File: config.mk
export PLATFORM = sky130hd
export DESIGN_NAME = conv_write_master_flat
export DESIGN_NICKNAME = d
export VERILOG_FILES = /design/src/rtl/conv_write_master_if.sv /design/src/rtl/conv_write_master.sv /design/src/flat_wrapper.sv
export SDC_FILE = /design/constraint.sdc
export NUM_CORES = 1
export LEC_CHECK = 0
export ABC_AREA = 1
export CORE_MARGIN = 2
export CORE_UTILIZATION = 30
export CTS_CLUSTER_SIZE = 28
export DETAILED_ROUTE_END_ITERATION = 10
export GPL_ROUTABILITY_DRIVEN = 0
export GPL_TIMING_DRIVEN = 0
export PLACE_DENSITY = 0.49
export REMOVE_ABC_BUFFERS = 1
export SLEW_MARGIN = 40
export SYNTH_ARGS = -nofsm -noshare
export SYNTH_HDL_FRONTEND = slang
export SYNTH_SLANG_ARGS = --single-unit
File: constraint.sdc
create_clock -name clk -period 21.8 [get_ports clk]
set_input_delay 2.18 -clock clk [delete_from_list [all_inputs] [get_ports clk]]
set_output_delay 2.18 -clock clk [all_outputs]
set_load 0.03 [all_outputs]
File: src/rtl/conv_write_master_if.sv
// Handshake bundles for conv_write_master: the write-buffer req/ack line port
// and the single-beat Avalon-MM write master port.
interface wbuf_if;
   logic [511:0] WriteBuffer_i;
   logic         WriteReq_i;
   logic         WriteAck_o;
   logic         First_i;
   logic         Last_i;

   modport master (output WriteBuffer_i, WriteReq_i, First_i, Last_i, input WriteAck_o);
   modport slave  (input WriteBuffer_i, WriteReq_i, First_i, Last_i, output WriteAck_o);
endinterface

interface avm_if #(parameter int ADDR_WIDTH = 32);
   logic [ADDR_WIDTH-1:0] avm_address;
   logic                  avm_write;
   logic [511:0]          avm_writedata;
   logic [63:0]           avm_byteenable;
   logic                  avm_waitrequest;

   modport master (output avm_address, avm_write, avm_writedata, avm_byteenable,
                   input avm_waitrequest);
   modport slave  (input avm_address, avm_write, avm_writedata, avm_byteenable,
                   output avm_waitrequest);
endinterface

File: src/rtl/conv_write_master.sv
// Queues 512-bit result lines from the convolution write buffer and issues them as
// single-beat Avalon-MM writes at consecutive 64-byte addresses from a frame base.
module conv_write_master #(
   parameter int FIFO_DEPTH = 4,
   parameter int ADDR_WIDTH = 32
) (
   input  logic                  clk,
   input  logic                  rstn,
   wbuf_if.slave                 wbuf,
   avm_if.master                 avm,
   input  logic [ADDR_WIDTH-1:0] DstAddr_i,
   output logic                  Busy_o,
   output logic                  Done_o,
   output logic [15:0]           BeatCount_o
);

   localparam int PTR_W = $clog2(FIFO_DEPTH);

   typedef struct packed {
      logic         last;
      logic         first;
      logic [511:0] data;
   } line_t;

   line_t                 mem [FIFO_DEPTH];
   logic [PTR_W:0]        wr_ptr;
   logic [PTR_W:0]        rd_ptr;
   logic                  full;
   logic                  empty;
   logic                  push;
   logic                  pop;
   line_t                 head;
   logic [ADDR_WIDTH-1:0] frame_base;
   logic [ADDR_WIDTH-1:0] next_addr;
   logic [ADDR_WIDTH-1:0] issue_addr;

   // Full is judged on the pre-pop occupancy, so a full queue never acks even while draining.
   assign full  = (wr_ptr[PTR_W] != rd_ptr[PTR_W]) &&
                  (wr_ptr[PTR_W-1:0] == rd_ptr[PTR_W-1:0]);
   assign empty = (wr_ptr == rd_ptr);
   assign push  = wbuf.WriteReq_i & ~full;
   assign pop   = ~empty & ~avm.avm_waitrequest;

   assign head       = mem[rd_ptr[PTR_W-1:0]];
   assign frame_base = DstAddr_i & ~ADDR_WIDTH'(63);
   assign issue_addr = head.first ? frame_base : next_addr;

   assign wbuf.WriteAck_o    = push;
   assign avm.avm_write      = ~empty;
   assign avm.avm_writedata  = head.data;
   assign avm.avm_address    = issue_addr;
   assign avm.avm_byteenable = '1;
   assign Busy_o             = ~empty;

   // NOTE: sequential state uses non-blocking assignments so every register samples pre-edge values.
   always_ff @(posedge clk or negedge rstn) begin
      if (!rstn) begin
         wr_ptr <= '0;
         rd_ptr <= '0;
      end else begin
         if (push) wr_ptr <= wr_ptr + 1'b1;
         if (pop)  rd_ptr <= rd_ptr + 1'b1;
      end
   end

   // NOTE: line storage is deliberately not reset; the pointers alone define which entries are valid.
   always_ff @(posedge clk) begin
      if (push) mem[wr_ptr[PTR_W-1:0]] <= '{last: wbuf.Last_i, first: wbuf.First_i,
                                             data: wbuf.WriteBuffer_i};
   end

   always_ff @(posedge clk or negedge rstn) begin
      if (!rstn) begin
         next_addr   <= '0;
         BeatCount_o <= '0;
         Done_o      <= 1'b0;
      end else begin
         Done_o <= pop & head.last;
         if (pop) begin
            next_addr   <= issue_addr + ADDR_WIDTH'(64);
            BeatCount_o <= head.first ? 16'd1 : BeatCount_o + 16'd1;
         end
      end
   end

endmodule

File: src/flat_wrapper.sv
// flat-port wrapper written by rule: the top's interface ports become plain ports
module conv_write_master_flat 
#(
   parameter int FIFO_DEPTH = 4,
   parameter int ADDR_WIDTH = 32
)
  (clk, rstn, DstAddr_i, Busy_o, Done_o, BeatCount_o, wbuf_WriteBuffer_i, wbuf_WriteReq_i, wbuf_First_i, wbuf_Last_i, wbuf_WriteAck_o, avm_avm_address, avm_avm_write, avm_avm_writedata, avm_avm_byteenable, avm_avm_waitrequest);
  wbuf_if wbuf_i ();
  avm_if #(.ADDR_WIDTH(ADDR_WIDTH)) avm_i ();
  input  logic clk;
  input  logic rstn;
  input  logic [ADDR_WIDTH-1:0] DstAddr_i;
  output logic Busy_o;
  output logic Done_o;
  output logic [15:0] BeatCount_o;
  input wire logic [$bits(wbuf_i.WriteBuffer_i)-1:0] wbuf_WriteBuffer_i;
  input wire logic [$bits(wbuf_i.WriteReq_i)-1:0] wbuf_WriteReq_i;
  input wire logic [$bits(wbuf_i.First_i)-1:0] wbuf_First_i;
  input wire logic [$bits(wbuf_i.Last_i)-1:0] wbuf_Last_i;
  output wire logic [$bits(wbuf_i.WriteAck_o)-1:0] wbuf_WriteAck_o;
  output wire logic [$bits(avm_i.avm_address)-1:0] avm_avm_address;
  output wire logic [$bits(avm_i.avm_write)-1:0] avm_avm_write;
  output wire logic [$bits(avm_i.avm_writedata)-1:0] avm_avm_writedata;
  output wire logic [$bits(avm_i.avm_byteenable)-1:0] avm_avm_byteenable;
  input wire logic [$bits(avm_i.avm_waitrequest)-1:0] avm_avm_waitrequest;
  assign wbuf_i.WriteBuffer_i = wbuf_WriteBuffer_i;
  assign wbuf_i.WriteReq_i = wbuf_WriteReq_i;
  assign wbuf_i.First_i = wbuf_First_i;
  assign wbuf_i.Last_i = wbuf_Last_i;
  assign wbuf_WriteAck_o = wbuf_i.WriteAck_o;
  assign avm_avm_address = avm_i.avm_address;
  assign avm_avm_write = avm_i.avm_write;
  assign avm_avm_writedata = avm_i.avm_writedata;
  assign avm_avm_byteenable = avm_i.avm_byteenable;
  assign avm_i.avm_waitrequest = avm_avm_waitrequest;
  conv_write_master #(.FIFO_DEPTH(FIFO_DEPTH), .ADDR_WIDTH(ADDR_WIDTH)) u_core (.clk(clk), .rstn(rstn), .wbuf(wbuf_i), .avm(avm_i), .DstAddr_i(DstAddr_i), .Busy_o(Busy_o), .Done_o(Done_o), .BeatCount_o(BeatCount_o));
endmodule
==> reports/qor.txt <==
Run status -> finished clean
Tcrit/Tclk final -> 33.9%
Final Hold Vio Count -> 0
Slew HR -> 43.4%
MaxCap Viol Count -> 0
Leak pwr -> 34.7 nW
Post-synth design cell area -> 79400 µm²
Initial antenna violation count -> 114
Arr. time, crit path -> 5200 ps
Max VDD drop -> 92.5 µV
Dominant synthesized flop cell -> edfxtp_1
Area growth syn-to-layout -> 33.3%
Final wirelength -> 242000 µm
Yosys top cell by area -> edfxtp_1
Die area -> 269000 µm²
Vias per inst -> 4.78
Post-Synthesis Cells -> 5549
CP Capture Type -> output port
EDFF count, synth -> 2056
Footprint of the multi-input gates -> 14400 µm²
Pins Over Slew Limit -> 0
#FFs+latches synth -> 2111
Min Tclk post-route -> 7380 ps
CTS resizes -> 0
Post-layout nets -> 7315
I/O Buffers -> 1107
Fmax -> 0.135 GHz
DP HPWL -> 166000 µm
Storage cell area -> 63100 µm²
Worst hold path class -> register to register
Number of fill cells -> 24200
Delay of the slowest cell on the worst path -> 670 ps
Synth warn -> 0
Final ANT Viol Nets -> 0
Vias -> 50100
Die span in x -> 518 µm
CTS tree -> yes
Die Span Y -> 518 µm
Post-CTS Setup Bufs -> 0
Syn_area_per_cell -> 14.3 µm²
Unique masters post-synth -> 33
R2r endpoint -> u_core.mem[0][97]$_DFFE_PP_
Total Power -> 17.1 mW
Setup violations, final -> 0
Clock Skews -> 51.8 ps
H-tree Lvls -> 4
Clk sink count -> 2111
Rows -> 188
CP endpoint -> avm_avm_address[31]
Count leader, synth -> edfxtp_1
Worst Path Buf+Inv -> 7
1st-iter DRT viols -> 3848
Critical Path Start Type -> register
Seq/Total Area, Yosys -> 79.5%
GR Overflow Total -> 0
Worst hold path cell count -> 2
Share of layout cells above drive strength 1 -> 8.43%
Top cells by area, synth -> edfxtp_1 (78%), o21ai_0 (6.6%), nor2_1 (5.1%)
Setup slack, reg-to-reg -> 16980 ps
CP Depth -> 12
Worst-Margin Slew -> 849 ps
CTS root buffer -> clkbuf_16
First-pass GRT wire length -> 347000 µm
Number of global-route vias before repair -> 48300
Critical path launch point -> u_core.rd_ptr[0]$_DFFE_PN0P_
R2R cell count -> 19
PwrDens -> 162 nW/µm²
Setup CP Type -> register to output port
Initial Utilization -> 30.2%
Top cells by count, synth -> edfxtp_1 (2056), nor2_1 (1070), o21ai_0 (1046)
Clock transition at the registers of the reported paths -> 60 ps
Tot GR Track Use -> 17.4%
Crit path max fanout -> 88
Critical Path RT -> 19620 ps
1st-pass router iterations -> 7
RSZ-0062 raised after global routing -> no
Delay-heaviest family, CP -> buffers and inverters
Largest net degree at the start of global routing -> 101
# hold bufs at CTS -> 0
Setup TNS Final -> 0 ps
Core footprint -> 263000 µm²
Boundary pin count -> 1178
WL/cell -> 23.1 µm
Slowest library cell on the worst path -> clkdlybuf4s50_1
Setup WS post-layout -> 14420 ps
DRC viols -> 0
Yosys top cell area share -> 77.8%
Share of synthesized registers carrying an async set or reset -> 2.61%
Clk_lat worst skew -> 840 ps
Pre-CTS setup slack -> 15190 ps
Clock Tree Buf Depth -> 3
R2R Path Start -> u_core.rd_ptr[0]$_DFFE_PN0P_
Cell chain of the critical path -> buf_12 > inv_8 > buf_16 > buf_16 > nand2_2 > nand3_4 > nand2_2 > inv_1 > or2_1 > o21ai_0 > inv_1 > clkdlybuf4s50_1
TritonCTS Buffers -> 226
[logic make-up after synthesis]
| family | share of synthesized area, % |
|---|---|
| DFF | 79.5 |
| AOI/OAI and AO/OA | 10.8 |
| and+or+nand+nor | 6.70 |
| buffers and inverters | 2.69 |
| xor gates and xnor gates | 0.177 |
| adders and majority gates | 0.110 |
| other | 0.00472 |
[layout make-up]
cell class,count,share of cell area [%]
Sequential cell,2111,59.7
Clock inverter,132,1.20
Clock buffer,287,5.59
Tap cell,3515,4.16
Multi-Input combinational cell,3017,13.6
Inverter,61,0.232
Antenna cell,26,0.0615
Timing Repair Buffer,1341,15.5
[metal layers]
metal	track usage, %	wire, µm
met2	29.0	117000
met4	5.08	6930
met3	7.05	22500
met5	0	651
met1	20.5	94900
[where the power goes]
group | leakage (nW) | total, mW | internal [mW] | switching, mW
clock | 3.48 | 3.70 | 2.10 | 1.60
combinational | 11.6 | 7.80 | 2.72 | 5.07
sequential | 19.5 | 5.61 | 5.42 | 0.185
total | 34.7 | 17.1 | 10.2 | 6.86
[worst reg2reg max path, stage by stage (launching register included)]
cell,delay [ps]
dfrtp_4,620
buf_12,230
inv_8,290
buf_16,320
buf_16,380
nand2_1,130
a21oi_1,200
nand2_1,90
nand2_1,370
nor2_4,210
buf_16,220
buf_16,170
buf_16,170
buf_16,170
buf_8,170
buf_16,170
buf_8,180
buf_16,170
buf_16,170
buf_16,170
[sequential cells by signal, indices dropped and copies added (netlist names)]
register / flops
u_core.Done_o: 1
u_core.BeatCount_o: 16
u_core.rd_ptr: 3
u_core.next_addr: 32
u_core.mem: 2056
u_core.wr_ptr: 3
[worst min-delay path by stage]
| stage | end | startpoint | slack (ps) |
|---|---|---|---|
| 3_3_place_gp | u_core.next_addr[2]$_DFFE_PN0P_ | u_core.next_addr[2]$_DFFE_PN0P_ | 460 |
| 5_1_grt | u_core.next_addr[5]$_DFFE_PN0P_ | u_core.next_addr[5]$_DFFE_PN0P_ | 500 |
| 3_5_place_dp | u_core.next_addr[4]$_DFFE_PN0P_ | u_core.next_addr[4]$_DFFE_PN0P_ | 450 |
| 2_1_floorplan | u_core.next_addr[0]$_DFFE_PN0P_ | u_core.next_addr[0]$_DFFE_PN0P_ | 440 |
| 4_1_cts | u_core.next_addr[4]$_DFFE_PN0P_ | u_core.next_addr[4]$_DFFE_PN0P_ | 470 |
| 6_report | u_core.next_addr[4]$_DFFE_PN0P_ | u_core.next_addr[4]$_DFFE_PN0P_ | 470 |
[layout by cell type, fill, tap and decap left out, drive strengths merged, types with 5 or more instances in the layout]
master,n
bufinv,15
nand3,59
clkbuf,287
nor3,10
ha,7
a21oi,11
buf,235
o31ai,5
nor2,1082
edfxtp,2056
o22ai,512
clkdlybuf4s50,1106
xor2,11
nand2,186
o21ai,1048
dfrtp,55
diode,26
clkinv,109
conb,64
nand4,9
inv,65
xnor2,5
[per-stage QoR]
step	util, %	instances	area, µm²	hold slack, ps
after detailed placement	37.5	10000	98500	455
after global placement	35.5	9811	93200	455
after floorplan	-	5189	77700	436
final	40.3	10500	106000	467
after CTS	40.2	10500	106000	469
after global routing	40.2	10500	106000	497
No activity file was read; power rests on OpenSTA's default activity.
